===== src/rtl/sfx_scheduler.sv =====
// Sound-effect scheduler: fixed-priority preemptive arbitration of clip
// requests onto a shared audio ROM and codec write port at sample rate.
module sfx_scheduler #(
  parameter int NUM_REQ    = 4,
  parameter int ID_W       = 2,
  parameter int ADDR_W     = 14,
  parameter int ROM_W      = 8,
  parameter int GAIN       = 1000,
  parameter int SAMPLE_DIV = 1134,
  parameter logic [NUM_REQ*ADDR_W-1:0] CLIP_BASE =
    {14'd12288, 14'd8192, 14'd4096, 14'd0},
  parameter logic [NUM_REQ*ADDR_W-1:0] CLIP_LEN = {4{14'd4096}}
) (
  input  logic               clock,
  input  logic               reset_n,
  input  logic [NUM_REQ-1:0] req,
  output logic [ADDR_W-1:0]  rom_addr,
  input  logic [ROM_W-1:0]   rom_q,
  input  logic               write_ready,
  output logic               write,
  output logic [23:0]        sample,
  output logic               busy,
  output logic [ID_W-1:0]    active_id,
  output logic [NUM_REQ-1:0] done,
  output logic               overrun
);

  localparam int CNT_W = $clog2(SAMPLE_DIV);
  localparam logic signed [31:0] GAIN_S = 32'(GAIN);

  typedef enum logic [1:0] {
    IDLE,
    ADDR,
    DATA,
    PUSH
  } state_t;

  state_t             state;
  logic [CNT_W-1:0]   cnt;
  logic [NUM_REQ-1:0] pending;
  logic [ADDR_W-1:0]  offset;

  logic               tick;
  logic               any;
  logic [ID_W-1:0]    win;
  logic               retire;
  logic [ADDR_W-1:0]  cur_len;
  logic               pbusy;
  logic [ADDR_W-1:0]  poff;
  logic [NUM_REQ-1:0] pdone;
  logic               take;
  logic [ID_W-1:0]    nid;
  logic [ADDR_W-1:0]  noff;
  logic               nbusy;
  logic [ADDR_W-1:0]  naddr;
  logic [NUM_REQ-1:0] clr;
  logic signed [31:0] prod;

  assign tick = cnt == CNT_W'(SAMPLE_DIV - 1);
  assign any  = |pending;

  always_comb begin
    win = '0;
    for (int i = NUM_REQ - 1; i >= 0; i--) begin
      if (pending[i]) win = ID_W'(i);
    end
  end

  // A tick landing in PUSH retires the held sample as if accepted.
  always_comb begin
    retire  = (state == PUSH) && (write_ready || tick);
    cur_len = CLIP_LEN[active_id*ADDR_W +: ADDR_W];
    pbusy   = busy;
    poff    = offset;
    pdone   = '0;
    if (retire && busy) begin
      if (offset == cur_len - ADDR_W'(1)) begin
        pbusy            = 1'b0;
        pdone[active_id] = 1'b1;
      end else begin
        poff = offset + ADDR_W'(1);
      end
    end
  end

  always_comb begin
    take  = any && (!pbusy || win <= active_id);
    nid   = take ? win : active_id;
    noff  = take ? '0 : poff;
    nbusy = pbusy || take;
    naddr = CLIP_BASE[nid*ADDR_W +: ADDR_W] + noff;
    clr   = '0;
    if (tick && take) clr[win] = 1'b1;
  end

  assign prod =
    $signed({{(32-ROM_W){rom_q[ROM_W-1]}}, rom_q}) * GAIN_S;

  always_ff @(posedge clock or negedge reset_n) begin
    if (!reset_n) begin
      cnt       <= '0;
      pending   <= '0;
      state     <= IDLE;
      rom_addr  <= '0;
      sample    <= '0;
      write     <= 1'b0;
      busy      <= 1'b0;
      active_id <= '0;
      done      <= '0;
      overrun   <= 1'b0;
      offset    <= '0;
    end else begin
      cnt     <= tick ? '0 : cnt + CNT_W'(1);
      pending <= (pending & ~clr) | req;
      done    <= pdone;
      if (retire) begin
        write  <= 1'b0;
        busy   <= pbusy;
        offset <= poff;
        if (!write_ready) overrun <= 1'b1;
      end
      unique case (state)
        IDLE, PUSH: begin
          if (tick) begin
            active_id <= nid;
            offset    <= noff;
            busy      <= nbusy;
            if (nbusy) begin
              rom_addr <= naddr;
              state    <= ADDR;
            end else begin
              sample <= '0;
              write  <= 1'b1;
              state  <= PUSH;
            end
          end else if (retire) begin
            state <= IDLE;
          end
        end
        ADDR: state <= DATA;
        DATA: begin
          sample <= prod[23:0];
          write  <= 1'b1;
          state  <= PUSH;
        end
        default: state <= IDLE;
      endcase
    end
  end

endmodule


===== config.mk =====
export PLATFORM = sky130hd
export DESIGN_NAME = sfx_scheduler
export DESIGN_NICKNAME = d
export VERILOG_FILES = /design/src/rtl/sfx_scheduler.sv
export SDC_FILE = /design/constraint.sdc
export NUM_CORES = 1
export LEC_CHECK = 0
export CORE_ASPECT_RATIO = 0.6
export CORE_MARGIN = 8
export CORE_UTILIZATION = 30
export CTS_BUF_LIST = sky130_fd_sc_hd__clkbuf_16
export DETAILED_ROUTE_END_ITERATION = 16
export MAX_ROUTING_LAYER = met4
export PLACE_DENSITY_LB_ADDON = 0.3
export SYNTH_ARGS = -nofsm -noshare
export SYNTH_HDL_FRONTEND = slang
export SYNTH_SLANG_ARGS = --single-unit

===== constraint.sdc =====
create_clock -name clock -period 6.11 [get_ports clock]
set_input_delay 0.611 -clock clock [delete_from_list [all_inputs] [get_ports clock]]
set_output_delay 0.611 -clock clock [all_outputs]
set_load 0.05 [all_outputs]

* After elaboration in Yosys (flattened, before gate mapping)
Cells that the tools add are included.
** Cells by class
- Mux-type cells :: 35
- Shifts and indexed selects :: 2
- $mul :: 3
- $lt $le $gt $ge :: 5
- Reductions and logical operators :: 18
- Bitwise logic cells :: 4
- $add $sub $neg :: 4
- Equal/unequal tests :: 8
** Operator list (count)
- indexed part select 56 x 7 -> 14 bit (first input constant) :: 2
- two-way mux 14 bit :: 6
- two-way mux 24 bit :: 2
- one-hot mux 24 bit (2 select lines) :: 1
- multiplier 8 x 8 -> 16 bit (second input constant) :: 1
- two-way mux 2 bit :: 8
- adder 14 x 1 -> 14 bit (second input constant) :: 1
- adder 14 bit :: 1
- == test 14 bit :: 1
- subtractor 14 x 1 -> 14 bit (second input constant) :: 1
- two-way mux 4 bit :: 3
- adder 11 x 1 -> 11 bit (second input constant) :: 1
- == test 11 bit (second input constant) :: 1
- two-way mux 11 bit :: 1
- multiplier 2 x 3 -> 5 bit (second input constant) :: 2
- two-way mux 1 bit :: 10
- logical AND 1 bit :: 6
- less-than comparator 2 x 3 -> 1 bit (second input constant) :: 2
- one-hot mux 2 bit (3 select lines) :: 1
- AND reduction 3 bit :: 2
- bitwise AND 4 bit :: 1
- demux 1 bit (select 2 bit) :: 2
- == test 2 bit (second input constant) :: 2
- >= comparator 2 x 1 -> 1 bit (second input constant) :: 2
- other kinds (15) :: 19
** Word-level totals
- Bits in registers :: 78
- Bits of input ports :: 15
- Output and inout bits :: 47

* Longest topological paths before layout
- Depth after elaboration :: 14
- Depth in mapped cells :: 17
- Gate-level depth less buffers :: 17

* Worst setup path before layout
No wires, ideal clock.
- Kind :: input-to-reg
- From :: input rom_q[6]
- To :: register sample[22]
- Slack :: 1601 ps
- Buffers on the path :: 0
- Cell stages on the path :: 16
- Data arrival time :: 4388 ps
- Path through :: inv_1 -> fa_1 -> fa_1 -> inv_1 -> fa_1 -> inv_1 -> fa_1 -> inv_1 -> ha_1 -> nand3_1 -> o211ai_1 -> o41ai_1 -> o21ai_0 -> o21ai_0 -> xor2_1 -> a22o_1
** On the way
- Longest elaborated chain between the ends :: 2
** Ends and longest elaborated chain
- start, declared :: RTL line 18 : input logic [ROM_W-1:0] rom_q,
- multiplier 8 x 8 -> 16 bit :: RTL line 97 : $signed({{(32-ROM_W){rom_q[ROM_W-1]}}, rom_q}) * GAIN_S;
- one-hot mux 24 bit (2 select lines) :: RTL line 122 : unique case (state)
- end signal, assigned :: RTL line 142 : sample <= prod[23:0];
- end, declared :: RTL line 21 : output logic [23:0] sample,
No other way between the ends.
A chain may end at the register's enable or synchronous reset.

* Final worst setup path
- From :: input rom_q[4]
- To :: register sample[22]
Same word-level chain as after synthesis.

==> summary.md <==
| Metric | Value |
|---|---|
| Yosys warns | 0 |
| Post-cts gate resize count | 0 |
| Crit path arrival time | approximately 5500 ps |
| Core region area | 15990 um2 |
| Cell leakage power | 0.002721 uW |
| Layout cells sized above 1 | ~4.6% |
| Setup Fix Bufs, Post-CTS | 0 |
| Type of the most critical hold path | in2async |
| Worst-Skew Late Latency | 340 ps |
| Period minus WS final | between 5000 and 6000 ps |
| Via count | 3604 |
| Fillcell total | 1588 |
| Clk sinks | 70 |
| Critical path required time | 6340 ps |
| Area growth, synth to finish | 22.60% |
| CP Launch Type | primary input |
| CTS hold repair buffers | 0 |
| Reg area | 1752 um2 |
| Clk_skew | 11.81 ps |
| Die X | 180.0 um |
| Area occupied by multi-input gates | 2704 um2 |
| Yosys cell types | between 40 and 50 |
| Top FF cell, synth | dfrtp_1 |
| Setup slack after placement | 535.2 ps |
| Vias per cell | 4.638 |
| Post-Synthesis Cells | 507 |
| Placed cells | 761 |
| R2R Setup Slk | 2790 ps |
| Worst Max-Slew Pin Slew | 1202 ps |
| Fmax | between 150 and 200 MHz |
| Final hold vios | 0 |
| Synth async-reset ratio | 100.0% |
| 1st-iter DRT viols | 271 |
| Status | completed |
| EDFF count, synth | 0 |
| Final GP Congestion | 0.8919 |
| Antenna Nets Post-Route | 0 |
| Setup crit end kind | register |
| Area leader, netlist | dfrtp_1 |
| Fin crit share | a little under nine tenths |
| Final setup margin | ~850 ps |
| Final setup fails | 0 |
| CTS Buf Count | 9 |
| Max Cap Violations | 0 |
| Drt pass-1 iters | 4 |
| Congestion Overflow GR | 0 |
| Synth Register Bits | 70 |
| Yosys top cell area share | a little over a third |
| Initial antenna violation count | 0 |
| Pwr per Cell Area | around 400 nW/um2 |
| Crit Reg-Reg Endpoint | active_id[0]$_DFFE_PN0P_ |
| Clk buf depth | 2 |
| DP HPWL | 8.994 mm |
| Final TNS setup | 0 ps |
| Num ports | 62 |
| GRT Total Usage | a little under an eighth |
| M1 WL | 6.268 mm |
| H-tree Lvls | 3 |
| Metal3 WL | 710 um |
| Largest net degree at the start of global routing | 71 |
| Starting density of the core | 30.29% |
| Maximum vdd drop | ~170 uV |
| Syn avg cell area | 9.553 um2 |
| Port bufs | 58 |
| Critical setup path kind | in2reg |
| Sequential share of the synthesized area | between 30% and 40% |
| Crit Path Max Fanout | 5 |
| Synth area leaders | dfrtp_1 36%, ha_1 12%, fa_1 11%, inv_1 6.0%, xnor2_1 3.8% |
| Full die area | around 21000 um2 |
| CTS tree | done |
| Rel. slew slack | 19.58% |
| Chip height | 114.4 um |
| First-pass GRT wire length | 19.04 mm |
| Final cell count without fillers | 777 |
| Antenna diode count | 0 |
| Clock slew at reported path FFs | 60 ps |
| Final max-slew violation count | 0 |
| Vias in the first global route | 3532 |
| Util after Layout | 37.14% |
| Wire length on met2 | 4.483 mm |
| Routed WL | 11.63 mm |
| Synth Cell Area | ~4800 um2 |
| Routed wire per std cell | 14.97 um |
| Origin of the critical flop-to-flop path | pending[1]$_DFF_PN0_ |
| RSZ-0062 raised after global routing | no |
| Final nets | about 650 |
| Core Rows | 36 |
| Root Buffer | clkbuf_16 |
| DRC viols | 0 |
| Hold Slack | 472.5 ps |
| Worst R2R Path Depth | 8 |
| Uppermost layer routed | met4 |
registers in the layout, indices dropped and copies added (netlist names):
register and flops:
offset 14, cnt 11, state 2, active_id 2, rom_addr 14, busy 1, write 1, overrun 1
sample 16, done 4, pending 4
worst max path at each step:
| stage | start | endpoint | slack, ps | cells past startpoint |
|---|---|---|---|---|
| floorplan | rom_q[6] | sample[22]$_DFFE_PN0P_ | 1600 | 16 |
| global placement | rom_q[5] | sample[22]$_DFFE_PN0P_ | 670 | 17 |
| detailed placement | rom_q[4] | sample[22]$_DFFE_PN0P_ | 540 | 17 |
| CTS | rom_q[4] | sample[22]$_DFFE_PN0P_ | 860 | 17 |
| global route | rom_q[4] | sample[22]$_DFFE_PN0P_ | 460 | 17 |
| finish | rom_q[4] | sample[22]$_DFFE_PN0P_ | 850 | 17 |
critical path: stages:
cell             delay, ps
clkdlybuf4s50_1        610
inv_1                  170
fa_1                   520
fa_1                   500
inv_1                   60
fa_1                   530
inv_1                   50
fa_1                   540
inv_1                   40
ha_1                   360
nand3_1                110
o211ai_1               130
o41ai_1                560
o21ai_0                190
o21ai_0                220
xor2_1                  90
a22o_1                 200
cell usage in the layout, fill, tap and decap left out, drive strengths merged, types with 4 or more instances in the layout:
cell           count
fa                26
nor3              10
nand4              5
dfrtp             70
nand2b             4
nor2              43
and3               4
buf                4
ha                47
and4               4
o21ai             32
inv               81
a22o              10
nand2             44
clkdlybuf4s50     57
xnor2             21
clkbuf             9
nand3             16
a21oi             11
xor2              16
per-layer routing:
| layer | global-route usage, % | vias to the layer above |
|---|---|---|
| li1 | - | 1776 |
| met1 | 17.00 | 1741 |
| met2 | 15.23 | 75 |
| met3 | 3.612 | 12 |
| met4 | 4.167 | 0 |
| met5 | - | - |
cell usage after synthesis, types with 5 or more instances:
master	count
clkbuf_1	7
a21oi_1	11
o21ai_1	14
ha_1	47
nand4_1	5
xnor2_1	21
inv_1	78
nor3_1	10
a22o_1	10
dfrtp_1	70
fa_1	26
nand3_1	16
o21ai_0	18
nor2_1	43
buf_4	10
xor2_1	16
nand2_1	44
area by class of cell:
type	instances	share of cell area (%)
clock buffer	9	3.793
clock inverter	7	1.770
inverter	78	4.930
multi-input combinational	343	45.53
sequential	70	29.50
tap	209	4.404
timing repair buffer	61	10.07
power by group:
part / internal, uW / leakage [uW] / switching (uW) / total, uW
Clock: 364 / 0.000159 / 223 / 587
Combinational: 469 / 0.00167 / 783 / 1250
Sequential: 540 / 0.000895 / 65.7 / 606
Total: 1370 / 0.00272 / 1070 / 2440
per-stage QoR:
stage / area (um2) / power (uW)
global route: 5938 / 2632
detailed placement: 5608 / 1868
finish: 5938 / 2445
CTS: 5938 / 2477
global placement: 5608 / 1861
floorplan: 4851 / 1532
cells by family after synthesis:
| kind of cell | after synthesis | synth area share, % |
|---|---|---|
| adders and majority gates | 73 | 22.89 |
| DFF | 70 | 36.17 |
| xor gates and xnor gates | 37 | 6.691 |
| AOI/OAI and AO/OA | 77 | 10.41 |
| buffers and inverters | 96 | 8.241 |
| and+or+nand+nor | 150 | 14.88 |
| other | 1 | 0.07743 |
| muxes | 3 | 0.6458 |
No activity file was read; power rests on OpenSTA's default activity.
